File: src/rtl/button_event_decoder.sv
// Push-button input conditioner for the expansion header.
// Per button: two-flop synchroniser, debounce counter, debounced level and
// one-cycle press/release pulses. Press pulses are priority-encoded into a
// single-entry KeyCode/KeyValid register with KeyAck handshake and a sticky
// Overrun flag.
module button_event_decoder #(
  parameter int unsigned NUM_BUTTONS     = 8,
  parameter int unsigned CODE_WIDTH      = 3,
  parameter int unsigned DEBOUNCE_CYCLES = 1000000,
  parameter int unsigned CNT_WIDTH       = 20
) (
  input  logic                   Clk,
  input  logic                   Rst,
  input  logic [NUM_BUTTONS-1:0] Switch,
  output logic [NUM_BUTTONS-1:0] Pressed,
  output logic [NUM_BUTTONS-1:0] PressPulse,
  output logic [NUM_BUTTONS-1:0] ReleasePulse,
  output logic [CODE_WIDTH-1:0]  KeyCode,
  output logic                   KeyValid,
  input  logic                   KeyAck,
  output logic                   Overrun
);

  // Terminal count: a level change is accepted on the edge that sees the
  // counter at this value with the new level still present.
  localparam logic [CNT_WIDTH-1:0] CntMax = CNT_WIDTH'(DEBOUNCE_CYCLES - 1);

  // Synchroniser and debounce state. Switch is active-low, so the idle
  // (released) raw level is 1.
  logic [NUM_BUTTONS-1:0] sync1_q;
  logic [NUM_BUTTONS-1:0] sync2_q;
  logic [NUM_BUTTONS-1:0] stable_q;
  logic [NUM_BUTTONS-1:0] stable_d;
  logic [CNT_WIDTH-1:0]   cnt_q [NUM_BUTTONS];
  logic [CNT_WIDTH-1:0]   cnt_d [NUM_BUTTONS];

  // Edge pulses, registered alongside stable_q.
  logic [NUM_BUTTONS-1:0] press_pulse_q;
  logic [NUM_BUTTONS-1:0] press_pulse_d;
  logic [NUM_BUTTONS-1:0] release_pulse_q;
  logic [NUM_BUTTONS-1:0] release_pulse_d;

  // Event holding register.
  logic [CODE_WIDTH-1:0]  key_code_q;
  logic [CODE_WIDTH-1:0]  key_code_d;
  logic                   key_valid_q;
  logic                   key_valid_d;
  logic                   overrun_q;
  logic                   overrun_d;

  // Press-event decode.
  logic                   new_event;
  logic                   multi_event;
  logic [CODE_WIDTH-1:0]  event_code;

  // Per-bit debounce: count consecutive cycles of disagreement, accept the
  // new level at the terminal count, clear the counter on any agreement.
  always_comb begin
    stable_d        = stable_q;
    press_pulse_d   = '0;
    release_pulse_d = '0;
    for (int i = 0; i < int'(NUM_BUTTONS); i++) begin
      cnt_d[i] = '0;
      if (sync2_q[i] != stable_q[i]) begin
        if (cnt_q[i] == CntMax) begin
          stable_d[i]        = sync2_q[i];
          // Raw level going low means the button was pressed.
          press_pulse_d[i]   = ~sync2_q[i];
          release_pulse_d[i] = sync2_q[i];
        end else begin
          cnt_d[i] = cnt_q[i] + 1'b1;
        end
      end
    end
  end

  // Lowest-index priority encode of the registered press pulses.
  always_comb begin
    event_code = '0;
    for (int i = int'(NUM_BUTTONS) - 1; i >= 0; i--) begin
      if (press_pulse_q[i]) begin
        event_code = CODE_WIDTH'(i);
      end
    end
    new_event   = |press_pulse_q;
    // Clearing the lowest set bit leaves something only if two or more were set.
    multi_event = |(press_pulse_q & (press_pulse_q - NUM_BUTTONS'(1)));
  end

  // Event register next state: load on a new press when free or being
  // acknowledged, otherwise flag the drop; a bare ack empties the register.
  always_comb begin
    key_code_d  = key_code_q;
    key_valid_d = key_valid_q;
    overrun_d   = overrun_q;
    if (new_event) begin
      if (!key_valid_q || KeyAck) begin
        key_code_d  = event_code;
        key_valid_d = 1'b1;
      end else begin
        overrun_d = 1'b1;
      end
      if (multi_event) begin
        overrun_d = 1'b1;
      end
    end else if (key_valid_q && KeyAck) begin
      key_valid_d = 1'b0;
    end
  end

  // State update with synchronous active-high reset taking priority.
  always_ff @(posedge Clk) begin
    if (Rst) begin
      sync1_q         <= '1;
      sync2_q         <= '1;
      stable_q        <= '1;
      for (int i = 0; i < int'(NUM_BUTTONS); i++) begin
        cnt_q[i] <= '0;
      end
      press_pulse_q   <= '0;
      release_pulse_q <= '0;
      key_code_q      <= '0;
      key_valid_q     <= 1'b0;
      overrun_q       <= 1'b0;
    end else begin
      sync1_q         <= Switch;
      sync2_q         <= sync1_q;
      stable_q        <= stable_d;
      for (int i = 0; i < int'(NUM_BUTTONS); i++) begin
        cnt_q[i] <= cnt_d[i];
      end
      press_pulse_q   <= press_pulse_d;
      release_pulse_q <= release_pulse_d;
      key_code_q      <= key_code_d;
      key_valid_q     <= key_valid_d;
      overrun_q       <= overrun_d;
    end
  end

  // Outputs come straight from registers.
  always_comb begin
    Pressed      = ~stable_q;
    PressPulse   = press_pulse_q;
    ReleasePulse = release_pulse_q;
    KeyCode      = key_code_q;
    KeyValid     = key_valid_q;
    Overrun      = overrun_q;
  end

endmodule

File: config.mk
export PLATFORM = sky130hd
export DESIGN_NAME = button_event_decoder
export DESIGN_NICKNAME = d
export VERILOG_FILES = /design/src/rtl/button_event_decoder.sv
export SDC_FILE = /design/constraint.sdc
export NUM_CORES = 1
export LEC_CHECK = 0
export CORE_ASPECT_RATIO = 0.8
export CORE_MARGIN = 2
export CORE_UTILIZATION = 60
export CTS_CLUSTER_DIAMETER = 200
export DETAILED_ROUTE_END_ITERATION = 10
export GPL_TIMING_DRIVEN = 0
export PLACE_DENSITY = 0.79
export SKIP_LAST_GASP = 1
export SYNTH_ARGS = -nofsm -noshare
export SYNTH_HDL_FRONTEND = slang
export SYNTH_SLANG_ARGS = --single-unit
File: constraint.sdc
create_clock -name Clk -period 4.9 [get_ports Clk]
set_input_delay 0.735 -clock Clk [delete_from_list [all_inputs] [get_ports Clk]]
set_output_delay 0.735 -clock Clk [all_outputs]
set_load 0.005 [all_outputs]
Yosys cells after proc, flatten, opt, wreduce, memory -nomap -nowiden
Memory sizes are Yosys's and may differ from the RTL's.
Index checks and enable logic that the tools add are counted.
{ "word_totals": {"register_bits": 45, "mem_bits_rw": 160, "inputBits": 11, "output_inout_bits": 29, "wordCells": 156, "n_memories": 1} }
{ "op_classes": {"addsub": 9, "eq_ne": 18, "n_mux": 40, "bitwise_logic": 34, "n_reduce_logical": 25} }
{ "mem_list": {"columns": ["name", "words", "width", "rd", "rd_ports_with_merged_regs", "wr", "line_no", "source"], "rows": [
  ["cnt_q", 8, 20, 8, 0, 8, "34", "logic [CNT_WIDTH-1:0] cnt_q [NUM_BUTTONS];"]
]} }
{ "op_table": {"columns": ["cell", "n"], "rows": [
  ["2-to-1 mux 20 bit", 24],
  ["adder 20 x 1 -> 20 bit (second input constant)", 8],
  ["== test 20 bit (second input constant)", 8],
  ["2-to-1 mux 3 bit", 8],
  ["inverter 1 bit", 24],
  ["OR reduction 3 bit", 8],
  ["AND reduction 2 bit", 11],
  ["OR reduction 8 bit", 2],
  ["AND 8 bit", 1],
  ["2-to-1 mux 1 bit", 8],
  ["!= test 1 bit", 8],
  ["inverter 8 bit", 1],
  ["OR 1 bit", 8],
  ["subtractor 8 x 1 -> 8 bit (second input constant)", 1],
  ["!= test 2 x 1 -> 1 bit (second input constant)", 1],
  ["!= test 2 bit (second input constant)", 1],
  ["nonzero test 2 bit", 1],
  ["logical AND 1 bit", 1],
  ["zero test 1 bit", 1],
  ["logical OR 1 bit", 1]
]} }

Depth between registers and ports, before layout
Gate-level depths: netlist (run 1).
{ "logic_depth": {"word_depth": 8, "depth_mapped": 7, "ltp_nobuf": 6} }

Worst setup path after synthesis (run 1)
Ideal clock, no wire load.
{ "synth_timing": {"kind": "register to register", "from": "memory cnt_q[3][0], in the netlist cnt_q[0][60]", "to": "memory cnt_q[3][11], in the netlist cnt_q[0][71]", "setup_time_ns": 0.115, "arrival_ns": 1.531, "t_required_ns": 4.785, "setup_slack_ns": 3.254, "path_stages_with_launch": 8, "n_path_buf": 1, "synth_period_minus_slack_ns": 1.646, "path_cell_list": "dfxtp_1 > ha_1 > and4_4 > nand2_2 > nor4_4 > or2b_1 > buf_6 > nor2_1"} }
{ "synth_lines": {"columns": ["item", "line_no"], "rows": [
  ["start, declared", "34"]
]} }

Worst setup path after layout (run 1)
{ "layout_timing": {"from": "register press_pulse_q[3], in the netlist PressPulse[3]", "to": "output PressPulse[3]"} }
{ "layout_lines": {"columns": ["item", "line_no", "source"], "rows": [
  ["start, declared", "38", "logic [NUM_BUTTONS-1:0] press_pulse_q;"],
  ["start signal, assigned", "132", "press_pulse_q <= press_pulse_d;"],
  ["end, declared", "16", "output logic [NUM_BUTTONS-1:0] PressPulse,"]
]} }
No word-level cell between the ends.

==> summary.md, run 1 <==
| Metric | Value |
|---|---|
| Status | finished, final reports clean |
| Post CTS Setup Buffer Count | 0 |
| Number of flops mapped to enable cells by yosys | 0 |
| Vias in the first global route | around 6000 |
| Setup violations, final | 0 |
| Area occupied by registers | 0.00410 sq mm |
| Reg2reg setup slack | 2990 ps |
| Total number of yosys warnings | 0 |
| Initial Utilization | around 62% |
| Hold Path Depth | 1 |
| Overall Global Routing Usage | a little over a fifth |
| Worst Path Buf+Inv | 1 |
| Starting DRC count in detailed routing | 367 |
| CTS Buffer Depth | 3 |
| Crit Path Category | reg2out |
| Register area share after synthesis | 48.3% |
| Pre-CTS setup slack | 2120 ps |
| Antenna cell count | 0 |
| Tightest Pin Transition | 773 ps |
| Filler cells | ~1100 |
| Setup TNS | 0 ps |
| CP arrival | 1520 ps |
| Fmax | around 440 MHz |
| Htree depth | 1 |
| PwrDens | 345 mW/mm^2 |
| CP Max Fanout | 6 |
| Cell breakdown of the critical path | clkdlybuf4s50_1 |
| Slowest-stage cell, CP | clkdlybuf4s50_1 |
| First-pass GRT wire length | 27.7 mm |
| Vert. Die Dim | 110 um |
| # IOs | 40 |
| CP startpoint kind | flop |
| CP Capture Type | output port |
| Avg WL per Cell | ~13 um |
| Hold Violations, Final | 0 |
| Routed WL | 16.0 mm |
| Synth Instances | 934 |
| Slew Viols, Final | 0 |
| Vias | around 6300 |
| Final Critical Period | 2260 ps |
| Synth async-reset ratio | 0% |
| Vias per Instance | about 5.3 |
| Die width | 137 um |
| Layout Nets | 1014 |
| Max VDD drop | 303 uV |
| Synthesized flop and latch total | just over 200 |
| Port Buf Inserts | 39 |
| Multi-input logic area | ~0.0042 sq mm |
| Grt ovf | 0 |
| CTS tree | built |
| DR DRC count | 0 |
| Worst setup margin | 2640 ps |
| Post-route ant nets | 0 |
| Reg clk slew, reported paths | 60 ps |
| Max Clock Skew | about 9.2 ps |
| Slowest stage delay, CP | around 560 ps |
| Worst skew pair latency | 490 ps |
| Average size of a mapped cell | approximately 9 sq um |
| Antenna violations before repair | 0 |
| Row cnt | 38 |
| R2r worst-path depth | 7 |
| Req. time, crit path | 4160 ps |
| GP Congestion | 0.808 |
| Synth Flop Type | dfxtp_1 |
| Delay-heaviest family, CP | buffers and inverters |
| Lkg Pwr | about 3.5 nW |
| Largest net degree at the start of global routing | 16 |
| CTS Buf Count | 20 |
| Max cap viols | 0 |
| Unrepaired setup endpoints after global routing | false |
| Root buf cell | clkbuf_16 |
| CTS Sinks | 205 |
| Ratio of cells with drive above 1 in the final layout | 8.53% |
| Hold WC Path Type | reg2reg |
| Die Footprint | 0.0151 sq mm |
| Layout area overhead | 15.9% |
| Post-DP HPWL | ~11 mm |
| Distinct cell type count after synthesis | 47 |
| # hold bufs at CTS | 0 |
| Slew HR | 48.0% |
| DR pass1 iterations | 4 |
| Final worst-path cycle share | a little under half |
| Syn Nets | 953 |
| CORE AREA | approximately 0.014 sq mm |
| Synth Cell Area | 0.00850 sq mm |
| Worst path depth | 1 |
| Post-CTS sizing | 0 |
[per-layer routing]
layer / up-vias / routed length [um] / global-route usage [%]
li1: 3265 / - / -
met4: 0 / 244 / 5.29
met2: 70 / 7200 / 34.4
met1: 2945 / 8040 / 31.6
met5: - / 0 / 0
met3: 22 / 478 / 3.54
[Yosys cell counts (11+ instances only)]
cell / n / share of area, %
and3_1: 28 / 2.1
and4_1: 11 / 1.1
dfxtp_1: 205 / 48
inv_1: 23 / 1.0
nand2_1: 61 / 2.7
nand3_1: 70 / 4.1
nand4_1: 32 / 2.4
nor2_1: 205 / 9.1
nor3_1: 22 / 1.3
nor4b_1: 11 / 1.1
or2_2: 17 / 1.3
xnor2_1: 53 / 5.5
xor2_1: 99 / 10
[stage by stage]
step / cells / hold WS [ps] / util, % / power, mW / cell area, sq um
2_1_floorplan: 934 / 389 / - / 1.74 / 8500
3_3_place_gp: 1153 / 392 / 66.5 / 1.76 / 9110
3_5_place_dp: 1153 / 397 / 66.5 / 1.76 / 9110
4_1_cts: 1188 / 412 / 71.9 / 3.44 / 9840
5_1_grt: 1188 / 429 / 71.9 / 3.51 / 9840
6_report: 1188 / 411 / 71.9 / 3.40 / 9840
[state kept, by name, indices dropped and copies added, names as in the netlist]
name	flops
KeyCode	3
PressPulse	8
stable_q	8
Overrun	1
ReleasePulse	8
sync2_q	8
sync1_q	8
KeyValid	1
cnt_q	160
[cells by family (layout without fill, tap and decap cells)]
| family | count (synthesis) | count (layout) | synth area share [%] |
|---|---|---|---|
| AO/OA/AOI/OAI | 15 | 15 | 1.09 |
| multiplexers | 4 | 4 | 0.471 |
| XOR/XNOR | 152 | 152 | 15.7 |
| flip-flops | 205 | 205 | 48.3 |
| buffers and inverters | 40 | 114 | 2.30 |
| adder cells (fa/ha/maj) | 10 | 10 | 1.41 |
| AND/OR/NAND/NOR | 508 | 508 | 30.8 |
[cell type report]
class | instances | share of cell area, %
multi-input combinational | 689 | 42.6
sequential | 205 | 41.7
clock buffer | 26 | 5.94
timing repair buffer | 39 | 3.97
tap | 180 | 2.29
clock inverter | 9 | 1.50
buffer | 17 | 1.11
inverter | 23 | 0.877
[report_power, final]
group | switching, mW | total [mW] | internal (mW)
Sequential | 0.00562 | 1.68 | 1.67
Clock | 0.624 | 1.67 | 1.05
Combinational | 0.0254 | 0.0440 | 0.0186
[worst paths after layout]
check,startpoint,endpoint
max,PressPulse[3],PressPulse[3]
max reg2reg,cnt_q[1][0],cnt_q[1][11]
min,sync1_q[2],sync2_q[2]
min reg2reg,sync1_q[2],sync2_q[2]
[placed cells by master (no fill, tap or decap), types with 2 or more instances in the layout]
cell             count
a21oi_1              7
and2_1               3
and3_1              28
and4_1              11
buf_2                6
buf_4                4
buf_6                3
bufinv_16            4
clkbuf_1             5
clkbuf_16           21
clkbuf_8             4
clkdlybuf4s50_1     39
clkinv_2             4
dfxtp_1            205
ha_1                 8
inv_1               23
maj3_1               2
mux2i_1              4
nand2_1             61
nand2_2              3
nand2b_1             5
nand3_1             70
nand3_2              3
nand3b_1             5
nand4_1             32
nor2_1             205
nor3_1              22
nor3_2               4
nor4_1               8
nor4_2               5
nor4_4               4
nor4b_1             11
o211ai_1             2
o21ai_0              2
or2_2               17
xnor2_1             53
xor2_1              99
[worst reg2reg max path, stage by stage (launching register included)]
cell and delay [ps]:
dfxtp_1 380, ha_1 240, nand2_1 100, nor2_1 180, nand4_1 200, nand2_1 330
buf_2 290, nor2_1 80
No activity file was read; power rests on OpenSTA's default activity.
==> inputs of run 2 (changes only) <==
--- a/config.mk
+++ b/config.mk
@@ -7,11 +7,11 @@
 export LEC_CHECK = 0
 export CORE_ASPECT_RATIO = 0.8
 export CORE_MARGIN = 2
-export CORE_UTILIZATION = 60
+export CORE_UTILIZATION = 54
 export CTS_CLUSTER_DIAMETER = 200
 export DETAILED_ROUTE_END_ITERATION = 10
 export GPL_TIMING_DRIVEN = 0
-export PLACE_DENSITY = 0.79
+export PLACE_DENSITY = 0.75
 export SKIP_LAST_GASP = 1
 export SYNTH_ARGS = -nofsm -noshare
 export SYNTH_HDL_FRONTEND = slang
==> constraint.sdc (replaced) <==
create_clock -name Clk -period 1.9 [get_ports Clk]
set_input_delay 0.285 -clock Clk [delete_from_list [all_inputs] [get_ports Clk]]
set_output_delay 0.285 -clock Clk [all_outputs]
set_load 0.005 [all_outputs]
==> summary.md, run 2 (synthesized netlist as in run 1, its figures left out) <==
| Metric | Value |
|---|---|
| CP arrival | 1530 ps (about the same) |
| Ratio of cells with drive above 1 in the final layout | 9.11% (+0.58 points) |
| Unrepaired setup endpoints after global routing | false |
| Overall Global Routing Usage | 19.8% (-2.1 points) |
| Routed WL | 16.1 mm (+0.65%) |
| Fmax | 550 MHz |
| Antenna cell count | 0 (unchanged) |
| Largest register FFs | 160 (unchanged) |
| DP Cell Count | 1183 (+2.6%) |
| CTS Sinks | 205 (unchanged) |
| Worst Path Buf+Inv | 1 (unchanged) |
| # IOs | 40 (unchanged) |
| Hold WC Path Type | in2reg |
| Worst skew pair latency | 490 ps (about the same) |
| Slew HR | 54.7% (+6.6 points) |
| Max VDD drop | 598 uV (+97%) |
| Post-Layout Cell Count | 1220 (+2.7%) |
| GP Congestion | 0.782 (-3.2%) |
| Max Clock Skew | 9.62 ps (+0.458 ps) |
| CTS tree | built |
| First-pass GRT wire length | 27.3 mm (-1.5%) |
| Layout Nets | 1015 (+0.099%) |
| Cell breakdown of the critical path | clkdlybuf4s50_1 |
| Die Footprint | 0.0168 sq mm (+11%) |
| Avg WL per Cell | 13.2 um (-2.0%) |
| Port Buf Inserts | 39 (unchanged) |
| Htree depth | 1 (unchanged) |
| Vias | 6248 (-0.86%) |
| DR pass1 iterations | 5 (+1) |
| Largest net degree at the start of global routing | 15 (-1) |
| Row cnt | 40 (+5.3%) |
| Root buf cell | clkbuf_16 |
| Largest Register | cnt_q |
| Layout area overhead | 16.7% |
| Most frequent cells in the layout | 205 x dfxtp_1, 204 x nor2_1, 99 x xor2_1 |
| Setup violations, final | 0 (unchanged) |
| DR DRC count | 0 (unchanged) |
| Max cap viols | 0 (unchanged) |
| Final Critical Period | 1820 ps |
| Final worst-path cycle share | 95.7% |
| CP Max Fanout | 6 (unchanged) |
| # hold bufs at CTS | 0 (unchanged) |
| Slowest-stage cell, CP | clkdlybuf4s50_1 |
| Crit Path Category | reg2out |
| Post-route ant nets | 0 (unchanged) |
| Lkg Pwr | 3.48 nW (+0.64%) |
| Vias in the first global route | 5794 (-1.9%) |
| Die width | 144 um (+5.2%) |
| Tightest Pin Transition | 675 ps (-98.5 ps) |
| Vias per Instance | 5.12 (-3.5%) |
| Status | finished, final reports clean |
| PwrDens | 885 mW/mm^2 (+160%) |
| CP startpoint kind | flop |
| CTS Buf Count | 21 (+5.0%) |
| Post-DP HPWL | 10.8 mm (-2.8%) |
| Grt ovf | 0 (unchanged) |
| Vert. Die Dim | 116 um (+5.2%) |
| Slowest stage delay, CP | 560 ps (about the same) |
| Hold Violations, Final | 0 (unchanged) |
| Starting DRC count in detailed routing | 286 (-22%) |
| Delay-heaviest family, CP | buffers and inverters |
| CTS Buffer Depth | 3 (unchanged) |
| Commonest non-fill, non-tap cell in the layout | dfxtp_1 |
| CP Capture Type | output port |
| Reg clk slew, reported paths | 60 ps (about the same) |
| CORE AREA | 0.0152 sq mm (+11%) |
| Initial Utilization | 55.8% (-6.2 points) |
| Total power | 8.78 mW (+160%) |
| Antenna violations before repair | 0 (unchanged) |
| Req. time, crit path | 1620 ps (-2540 ps) |
| Slew Viols, Final | 0 (unchanged) |
-- run 2: repair_timing --
action / CTS / global route
buffers inserted: 0 / 0
endpoints found under the setup margin: 0 / 93
resized for setup: 0 / 7
endpoints found under the hold margin: 0 / 0
-- run 2: path summary, 6_finish.rpt --
kind	startpoint	end	slack [ps]	depth (start not counted)
worst max register to register	PressPulse[3]	KeyCode[1]	130	4
worst min-delay path	Switch[4]	sync1_q[4]	360	2
worst max-delay path	PressPulse[3]	PressPulse[3]	80	1
worst min register to register	sync1_q[6]	sync2_q[6]	410	1
-- run 2: area by class of cell --
class | count | area (sq um)
fillers | 1335 | 5300
inverters | 23 | 86.3
plain buffers | 17 | 109
flip-flops and latches | 205 | 4100
well taps | 210 | 263
clock buffers | 26 | 574
clock inverters | 11 | 158
multi-input cells | 689 | 4230
repair buffers | 39 | 390
-- run 2: report_power, final --
group          switching [mW]  internal (mW)  leakage (nW)
clock                    1.65           2.69         0.363
sequential             0.0134           4.32          1.66
combinational          0.0652         0.0485          1.46
total                    1.73           7.05          3.48
-- run 2: per-stage QoR --
stage          TNS, ps  area [sq um]  utilization, %  worst slack (ps)  hold WS [ps]
2_1_floorplan        0          8500               -               254           389
3_3_place_gp    -23370          9150            60.1              -429           391
3_5_place_dp    -27970          9150            60.1              -449           394
4_1_cts              0          9880            65.0              19.7           348
5_1_grt              0          9920            65.2              15.4           346
6_report             0          9920            65.2              81.5           355
-- run 2: layer usage --
metal | part of all wire, % | global-route usage [%]
met5 | 0 | 0
met4 | 2.3 | 5.11
met3 | 3.1 | 3.20
met2 | 44 | 31.6
met1 | 50 | 28.3
==> inputs of run 3 (changes only) <==
--- a/config.mk
+++ b/config.mk
@@ -5,6 +5,7 @@
 export SDC_FILE = /design/constraint.sdc
 export NUM_CORES = 1
 export LEC_CHECK = 0
+export CAP_MARGIN = 20
 export CORE_ASPECT_RATIO = 0.8
 export CORE_MARGIN = 2
 export CORE_UTILIZATION = 54
==> results of run 3 <==
Same layout as run 2: the final DEF is identical, and so are final timing and power.
